File: config.mk
export PLATFORM = sky130hd
export DESIGN_NAME = cnnip_mem_arbiter
export DESIGN_NICKNAME = d
export VERILOG_FILES = /design/src/rtl/cnnip_mem_arb_pkg.sv /design/src/rtl/cnnip_mem_arb_tagq.sv /design/src/rtl/cnnip_mem_arbiter.sv
export SDC_FILE = /design/constraint.sdc
export NUM_CORES = 1
export LEC_CHECK = 0
export BUFFER_PORTS_ARGS = -buffer_cell sky130_fd_sc_hd__buf_2
export CORE_AREA = 2 2 97 99
export CTS_CLUSTER_SIZE = 25
export DETAILED_ROUTE_END_ITERATION = 10
export DIE_AREA = 0 0 99 101
export PLACE_DENSITY_LB_ADDON = 0.12
export SLEW_MARGIN = 15
export SYNTH_ARGS = -nofsm -noshare
export SYNTH_HDL_FRONTEND = slang
export SYNTH_SLANG_ARGS = --single-unit
export TNS_END_PERCENT = 30
File: constraint.sdc
create_clock -name clk -period 2.75 [get_ports clk]
set_input_delay 0.4125 -clock clk [delete_from_list [all_inputs] [get_ports clk]]
set_output_delay 0.4125 -clock clk [all_outputs]
set_load 0.02 [all_outputs]
File: src/rtl/cnnip_mem_arb_pkg.sv
// Shared types and helpers for the two-requester block-memory arbiter.
// Requester IDs are one bit wide and are stored in the in-order read tag queue.
package cnnip_mem_arb_pkg;

  typedef logic req_id_t;

  localparam int NUM_REQ = 2;

  function automatic int we_width(input int data_width);
    return ((data_width - 1) >> 3) + 1;
  endfunction

endpackage

File: src/rtl/cnnip_mem_arb_tagq.sv
// In-order FIFO of requester IDs, one entry per outstanding read.
// The head entry names the requester that owns the next returning read word.
module cnnip_mem_arb_tagq
  import cnnip_mem_arb_pkg::*;
#(
  parameter int DEPTH = 4
) (
  input  logic    clk,
  input  logic    rstn,
  input  logic    i_push,
  input  req_id_t i_push_id,
  input  logic    i_pop,
  output req_id_t o_head,
  output logic    o_full,
  output logic    o_empty
);

  localparam int PTR_W = (DEPTH > 1) ? $clog2(DEPTH) : 1;
  localparam int CNT_W = $clog2(DEPTH + 1);
  localparam logic [PTR_W-1:0] LAST_PTR = PTR_W'(DEPTH - 1);
  localparam logic [CNT_W-1:0] FULL_CNT = CNT_W'(DEPTH);

  req_id_t          r_mem [DEPTH];
  logic [PTR_W-1:0] r_wr_ptr;
  logic [PTR_W-1:0] r_rd_ptr;
  logic [CNT_W-1:0] r_count;
  logic             w_push;
  logic             w_pop;

  // Pointers wrap modulo DEPTH, which need not be a power of two.
  function automatic logic [PTR_W-1:0] next_ptr(input logic [PTR_W-1:0] ptr);
    return (ptr == LAST_PTR) ? '0 : ptr + PTR_W'(1);
  endfunction

  assign o_empty = (r_count == '0);
  assign o_full  = (r_count == FULL_CNT);
  assign w_push  = i_push & ~o_full;
  assign w_pop   = i_pop & ~o_empty;
  assign o_head  = r_mem[r_rd_ptr];

  always_ff @(posedge clk) begin
    if (w_push) begin
      r_mem[r_wr_ptr] <= i_push_id;
    end
  end

  always_ff @(posedge clk or negedge rstn) begin
    if (!rstn) begin
      r_wr_ptr <= '0;
      r_rd_ptr <= '0;
      r_count  <= '0;
    end else begin
      if (w_push) begin
        r_wr_ptr <= next_ptr(r_wr_ptr);
      end
      if (w_pop) begin
        r_rd_ptr <= next_ptr(r_rd_ptr);
      end
      case ({w_push, w_pop})
        2'b10:   r_count <= r_count + CNT_W'(1);
        2'b01:   r_count <= r_count - CNT_W'(1);
        default: r_count <= r_count;
      endcase
    end
  end

endmodule

File: src/rtl/cnnip_mem_arbiter.sv
// Round-robin arbiter sharing one block-memory port between two CNN IP masters.
// Read responses are steered back to their issuer through an in-order tag queue.
module cnnip_mem_arbiter
  import cnnip_mem_arb_pkg::*;
#(
  parameter int ADDR_WIDTH = 12,
  parameter int DATA_WIDTH = 32,
  localparam int WE_WIDTH = we_width(DATA_WIDTH),
  parameter int MAX_OUT = 4
) (
  input  logic                  clk,
  input  logic                  rstn,
  input  logic                  r0_en,
  input  logic [WE_WIDTH-1:0]   r0_we,
  input  logic [ADDR_WIDTH-1:0] r0_addr,
  input  logic [DATA_WIDTH-1:0] r0_din,
  output logic                  r0_gnt,
  output logic [DATA_WIDTH-1:0] r0_dout,
  output logic                  r0_valid,
  input  logic                  r1_en,
  input  logic [WE_WIDTH-1:0]   r1_we,
  input  logic [ADDR_WIDTH-1:0] r1_addr,
  input  logic [DATA_WIDTH-1:0] r1_din,
  output logic                  r1_gnt,
  output logic [DATA_WIDTH-1:0] r1_dout,
  output logic                  r1_valid,
  output logic                  m_en,
  output logic [WE_WIDTH-1:0]   m_we,
  output logic [ADDR_WIDTH-1:0] m_addr,
  output logic [DATA_WIDTH-1:0] m_din,
  input  logic [DATA_WIDTH-1:0] m_dout,
  input  logic                  m_valid,
  output logic                  err,
  output logic                  busy
);

  logic [NUM_REQ-1:0] w_rd;
  logic [NUM_REQ-1:0] w_elig;
  logic [NUM_REQ-1:0] w_gnt;
  logic               w_full;
  logic               w_empty;
  logic               w_push;
  logic               w_pop;
  req_id_t            w_sel;
  req_id_t            w_head;
  req_id_t            r_last_gnt;
  logic               r_err;

  // Reads need a free tag slot judged on the registered count; writes always go.
  assign w_rd[0]   = r0_en & (r0_we == '0);
  assign w_rd[1]   = r1_en & (r1_we == '0);
  assign w_elig[0] = r0_en & (~w_rd[0] | ~w_full);
  assign w_elig[1] = r1_en & (~w_rd[1] | ~w_full);
  assign w_gnt[0]  = w_elig[0] & (~w_elig[1] | r_last_gnt);
  assign w_gnt[1]  = w_elig[1] & (~w_elig[0] | ~r_last_gnt);
  assign w_sel     = w_gnt[1];

  assign r0_gnt = w_gnt[0];
  assign r1_gnt = w_gnt[1];

  always_comb begin
    m_en   = |w_gnt;
    m_we   = '0;
    m_addr = r0_addr;
    m_din  = r0_din;
    if (w_gnt[1]) begin
      m_we   = r1_we;
      m_addr = r1_addr;
      m_din  = r1_din;
    end else if (w_gnt[0]) begin
      m_we = r0_we;
    end
  end

  assign w_push = |(w_gnt & w_rd);
  assign w_pop  = m_valid & ~w_empty;

  cnnip_mem_arb_tagq #(
    .DEPTH(MAX_OUT)
  ) u_tagq (
    .clk      (clk),
    .rstn     (rstn),
    .i_push   (w_push),
    .i_push_id(w_sel),
    .i_pop    (w_pop),
    .o_head   (w_head),
    .o_full   (w_full),
    .o_empty  (w_empty)
  );

  assign r0_valid = w_pop & (w_head == 1'b0);
  assign r1_valid = w_pop & (w_head == 1'b1);
  assign r0_dout  = m_dout;
  assign r1_dout  = m_dout;
  assign busy     = ~w_empty;
  assign err      = r_err;

  always_ff @(posedge clk or negedge rstn) begin
    if (!rstn) begin
      r_last_gnt <= 1'b1;
    end else if (|w_gnt) begin
      r_last_gnt <= w_sel;
    end
  end

  // A response with no tag outstanding has no owner; flag it until reset.
  always_ff @(posedge clk or negedge rstn) begin
    if (!rstn) begin
      r_err <= 1'b0;
    end else if (m_valid & w_empty) begin
      r_err <= 1'b1;
    end
  end

endmodule
### After elaboration in Yosys (flattened, before gate mapping)

Memories as Yosys holds them, arrays and structs flattened.
Index checks and enable logic that the tools add are counted.

* register bits: 9
* bits in latches: 0
* memory bits (writable): 4
* ROM bits: 0
* bits of input ports: 133
* word-level logic and storage cells: 55
* memories kept: 1

Memory list
* u_tagq.r_mem: depth 4, bits a word 1, read ports 1, clocked after Yosys merged registers in 0, write ports 1, line cnnip_mem_arb_tagq.sv:23 `req_id_t r_mem [DEPTH];`

* add/subtract/negate cells: 4
* $mul: 0
* divide/modulo/power cells: 0
* order comparisons: 0
* equality and inequality tests: 5
* shifts and indexed selects: 0
* muxes and demuxes: 9
* bitwise logic cells: 25
* reductions and logical operators: 6

Operators with widths (number)
* two-way mux 32 bit: 1
* AND 1 bit: 12
* two-way mux 12 bit: 1
* logical NOT 4 bit: 2
* two-way mux 4 bit: 2
* inverter 1 bit: 8
* equality test 2 bit, second input constant: 3
* case mux 3 bit (2 select lines): 1
* adder 2 x 1 -> 2 bit, second input constant: 2
* two-way mux 2 bit: 2
* bitwise OR 1 bit: 4
* OR reduction 2 bit: 2
* adder 3 x 1 -> 3 bit, second input constant: 1
* equality test 3 bit, second input constant: 1
* logical NOT 3 bit: 1
* subtractor 3 x 1 -> 3 bit, second input constant: 1
* AND 2 bit: 1
* equality test 2 x 1 -> 1 bit, second input constant: 1
* two-way mux 1 bit: 2
* nonzero test 2 bit: 1

### Depth between registers and ports, before layout

* depth after elaboration: 13
* gate-level depth with buffers: 10

### Cells and area by module

From an unflattened synthesis, not the netlist that was laid out.

* cells, all modules: 195
* area total of the unflattened synthesis: 2132.0 µm²

Modules (own cells, without submodules)
* cnnip_mem_arbiter: times used 1, cells each 150, area each 1502.7 µm²
* cnnip_mem_arb_tagq: times used 1, cells each 45, area each 629.4 µm²

### Worst setup path after synthesis

Ideal clock, no wire load.

* path kind: input to output
* from: input r0_we[2]
* to: output m_din[26]
* arrival: 1.692 ns
* setup slack: 0.646 ns
* stages on the path: 6
* path buffers: 2
* cells stage by stage: nor4_4 -> nand2_2 -> a31oi_4 -> buf_6 -> buf_8 -> mux2_4

* cells in the longest elaborated chain, start to end: 9

Ends and longest elaborated chain
* start, declared: line cnnip_mem_arbiter.sv:14 `input logic [WE_WIDTH-1:0] r0_we,`
* logical NOT 4 bit: line cnnip_mem_arbiter.sv:50 `assign w_rd[0] = r0_en & (r0_we == '0);`
* AND 1 bit: line cnnip_mem_arbiter.sv:50
* inverter 1 bit: line cnnip_mem_arbiter.sv:52 `assign w_elig[0] = r0_en & (~w_rd[0] | ~w_full);`
* bitwise OR 1 bit: line cnnip_mem_arbiter.sv:52
* AND 1 bit: line cnnip_mem_arbiter.sv:52
* inverter 1 bit: line cnnip_mem_arbiter.sv:55 `assign w_gnt[1] = w_elig[1] & (~w_elig[0] | ~r_last_gnt);`
* bitwise OR 1 bit: line cnnip_mem_arbiter.sv:55
* AND 1 bit: line cnnip_mem_arbiter.sv:55
* net r1_gnt: line cnnip_mem_arbiter.sv:24 `output logic r1_gnt,`
* two-way mux 32 bit: line cnnip_mem_arbiter.sv:66 `if (w_gnt[1]) begin`
* end, declared: line cnnip_mem_arbiter.sv:30 `output logic [DATA_WIDTH-1:0] m_din,`

The timed path passes the listed nets, and every way through them passes these cells.

### Final worst setup path

* from: register u_tagq.r_count[0]
* to: output m_din[17]

* cells in the longest elaborated chain, start to end: 8

Ends and longest elaborated chain
* start, declared: line cnnip_mem_arb_tagq.sv:26 `logic [CNT_W-1:0] r_count;`
* start signal, assigned: line cnnip_mem_arb_tagq.sv:60 `2'b10: r_count <= r_count + CNT_W'(1);`
* start signal, assigned: line cnnip_mem_arb_tagq.sv:61 `2'b01: r_count <= r_count - CNT_W'(1);`
* start signal, assigned: line cnnip_mem_arb_tagq.sv:62 `default: r_count <= r_count;`
* equality test 3 bit *: line cnnip_mem_arb_tagq.sv:36 `assign o_full = (r_count == FULL_CNT);`
* inverter 1 bit *: line cnnip_mem_arbiter.sv:52, cnnip_mem_arbiter.sv:53
* bitwise OR 1 bit: line cnnip_mem_arbiter.sv:52
* AND 1 bit: line cnnip_mem_arbiter.sv:52
* inverter 1 bit: line cnnip_mem_arbiter.sv:55
* bitwise OR 1 bit: line cnnip_mem_arbiter.sv:55
* AND 1 bit *: line cnnip_mem_arbiter.sv:55
* two-way mux 32 bit *: line cnnip_mem_arbiter.sv:66

Every way passes the cells marked *; elsewhere a longest branch is shown, timed or not.

==> impl_summary.txt <==
----------------------------------------------------
[Run status]
  Status ... finished, final reports clean

[GRT]
  Number of antenna violations at the first check in global routing ... 0
  Wire length of the first global-routing pass ... 7400 µm
  Via count of the first global-routing pass ... 1,420
  Total Routing Usage GR ... 0.0923
  Pin count of the biggest net entering global routing ... 54
  Total congestion overflow ... 0

[STA]
  Slew Limit Headroom ... 0.755
  Hold Violations, Final ... 0
  Crit path time final ... 2.62 ns
  Final setup viols ... 0
  Final clock period utilization by the worst path ... 0.951
  Max Clock Freq ... 382 MHz
  Count of final max-slew check failures ... 0
  Worst slew pin tran ... 0.365 ns
  RSZ-0062 raised after global routing ... false
  Fin Setup TNS ... 0 ns
  Clock skew ... 0.000624 ns

[Synth]
  Sequential fraction of the synthesis area ... 0.186
  Synth area leader ... sky130_fd_sc_hd__buf_4
  Synthesis warning total ... 0
  Most instantiated flip-flop cell in the synthesis netlist ... sky130_fd_sc_hd__dfrtp_1
  Post-synth ARST share ... 0.692
  Area share of the largest cell type after synthesis ... 0.270
  Syn Inst Count ... 183
  Post-Syn Area per Cell ... 10.2 µm²
  Unique cell type count in the Yosys netlist ... 34
  Area of the mapped netlist ... 1860 µm²
  Number of synthesized flops with an enable pin ... 4
  Synthesis-stage register bit count ... 13
  Post-Synthesis Net Count ... 323
  Top cells by area, synth ... sky130_fd_sc_hd__buf_4 (27%), sky130_fd_sc_hd__mux2_2 (25%), sky130_fd_sc_hd__dfrtp_1 (11%)

[Worst setup path]
  Slowest cell on crit path ... sky130_fd_sc_hd__dfrtp_1
  Worst Path Max Fanout ... 53
  Critical Path Sink Type ... output pin
  Data required time of the worst path ... 2.34 ns
  Series of cell instances along the critical path ... nor3b_4 > nand2_2 > a31oi_4 > buf_12 > mux2_2 > buf_2
  Crit path arrival time ... 2.20 ns
  Crit Path Class ... flip-flop to output pin
  Largest stage delay on the critical path ... 0.43 ns
  Crit start category ... flip-flop

[Floorplan]
  Full die area ... 10000 µm²
  Initial Util ... 0.208
  Horizontal extent of the die ... 99 µm
  Die Y-Extent ... 101 µm
  I/O pin total ... 252
  Num rows ... 35
  Core ar. ... 8980 µm²

[Clock network]
  CTS tree ... yes
  Clock-pin slew reported for the worst setup and hold paths after clock tree synthesis ... 0.05 ns
  Clock buffers created by TritonCTS ... 3
  Later-pin clock latency in the skew report ... 0.24 ns
  CTS sink count ... 13
  Deepest clock path buffer count ... 2
  CTS root buffer ... sky130_fd_sc_hd__clkbuf_8
  Clock H-tree levels ... 1
  CTS hold repair buffers ... 0

[Detailed routing]
  Number of nets with antenna violations after routing ... 0
  Number of vias in the routed layout ... 1,542
  Post-DR wirelength/cell ... 13.9 µm
  Pre-Repair DR Iteration Count ... 3
  Total wire length after detailed routing ... 5350 µm
  Vias per inst ... 3.99
  Post-route DRC violation count ... 0
  Detailed router's first-iteration violation count ... 24

[Pwr]
  Worst-case vdd ir drop ... 0.000223 V
  Overall power consumption ... 0.00120 W
  Total power density per cell area ... 517 nW/µm²
  Leakage ... 1.21 nW

[Worst hold path]
  Hold WC Path Type ... primary input to async pin

[Cells and area]
  Final instance count without filler cells ... 386
  Fraction of layout cells with a size suffix above 1 ... 0.782
  Post-Route Utilization ... 0.259
  Post-layout nets ... 416
  Inserted Diodes ... 0
  Area Overhead vs Synth ... 24.9%
  Layout fillers ... 968

[Place]
  Cell total after placement ... 382
  GP Congestion ... 0.705
  Dpl hpwl ... 4620 µm
  Total of buffers placed on input and output ports ... 155

[Run]
  Max-cap violation count ... 0

----------------------------------------------------
## sequential cells by signal, summed over array words and instances, names as in the netlist
| name | flops |
|---|---|
| err | 1 |
| u_tagq.r_count | 3 |
| r_last_gnt | 1 |
| u_tagq.r_wr_ptr | 2 |
| u_tagq.r_mem | 4 |
| u_tagq.r_rd_ptr | 2 |
## critical path: cells and delay by family, from the launching register on
family	cells	cell delay (ns)
buffers and inverters	2	0.44
DFF	1	0.43
and+or+nand+nor	2	0.43
muxes	1	0.39
AOI/OAI and AO/OA	1	0.22
## cell usage in the layout, fill, tap and decap left out, types with 4 or more instances in the layout
| master | instances |
|---|---|
| sky130_fd_sc_hd__and2_1 | 4 |
| sky130_fd_sc_hd__ha_1 | 6 |
| sky130_fd_sc_hd__nor2_1 | 4 |
| sky130_fd_sc_hd__dfrtp_1 | 8 |
| sky130_fd_sc_hd__a22o_1 | 4 |
| sky130_fd_sc_hd__buf_2 | 155 |
| sky130_fd_sc_hd__mux2_2 | 42 |
| sky130_fd_sc_hd__nand2_1 | 4 |
| sky130_fd_sc_hd__edfxtp_1 | 4 |
| sky130_fd_sc_hd__inv_1 | 9 |
| sky130_fd_sc_hd__mux2_4 | 5 |
## power breakdown
group / internal, W / switching [W]
combinational: 0.000337 / 0.000358
clock: 0.000102 / 0.0000680
sequential: 0.000269 / 0.0000701
total: 0.000709 / 0.000496
## cells by family after synthesis
kind of cell | share of synthesized area
compound gates | 0.0577
xor+xnor | 0.0141
fa+ha+maj | 0.0510
buf+inv | 0.302
flops | 0.186
mux | 0.311
simple gates | 0.0778
## per-stage QoR
step                hold slack, ns  cell area (µm²)  worst slack [ns]
floorplan                    0.117             1860             0.646
global placement             0.290             2280             0.295
detailed placement           0.281             2280             0.263
CTS                         0.0160             2320            0.0563
global route                0.0194             2330            0.0167
finish                      0.0132             2330             0.134
## layer usage
metal  up-vias  GRT usage  wire length, µm
met5         -          0                0
met4         0     0.0285               94
met3        16     0.0236              580
met2       122      0.166             2720
met1       661      0.107             1960
li1        743          -                -
## Yosys cell counts, types with 2 or more instances
master / count
sky130_fd_sc_hd__xor2_1: 2
sky130_fd_sc_hd__inv_1: 9
sky130_fd_sc_hd__a21o_1: 2
sky130_fd_sc_hd__and2_1: 4
sky130_fd_sc_hd__mux2_2: 42
sky130_fd_sc_hd__ha_1: 6
sky130_fd_sc_hd__mux2_4: 5
sky130_fd_sc_hd__nand2_1: 4
sky130_fd_sc_hd__buf_4: 67
sky130_fd_sc_hd__edfxtp_1: 4
sky130_fd_sc_hd__a22o_1: 4
sky130_fd_sc_hd__dfrtp_1: 8
sky130_fd_sc_hd__nor4_4: 2
sky130_fd_sc_hd__nor2_1: 4
## final cells by class
class / instances / area, µm² / share of cell area
Clock buffer: 4 / 45.0 / 0.0193
Inverter: 9 / 33.8 / 0.0145
Multi-Input combinational cell: 92 / 961 / 0.413
Sequential cell: 13 / 347 / 0.149
Tap cell: 111 / 139 / 0.0596
Timing Repair Buffer: 157 / 803 / 0.345
## worst paths after layout
path | cells past startpoint | to | start | slack (ns)
worst min-delay path | 1 | u_tagq.r_wr_ptr[0] | rstn | 0.01
min in group clk | 3 | err | m_valid | 0.43
max in group asynchronous | 1 | r_last_gnt | rstn | 2.49
worst max register to register | 9 | u_tagq.r_count[2] | u_tagq.r_count[0] | 0.72
worst max-delay path | 6 | m_din[17] | u_tagq.r_count[0] | 0.13
worst min register to register | 1 | err | err | 0.47
## what timing repair did
action | 4_1_cts | 5_1_grt
setup endpoints to repair | 0 | 38
gates resized for setup | 0 | 1
setup buffers | 0 | 0
Power figures use the tool's default switching activity.
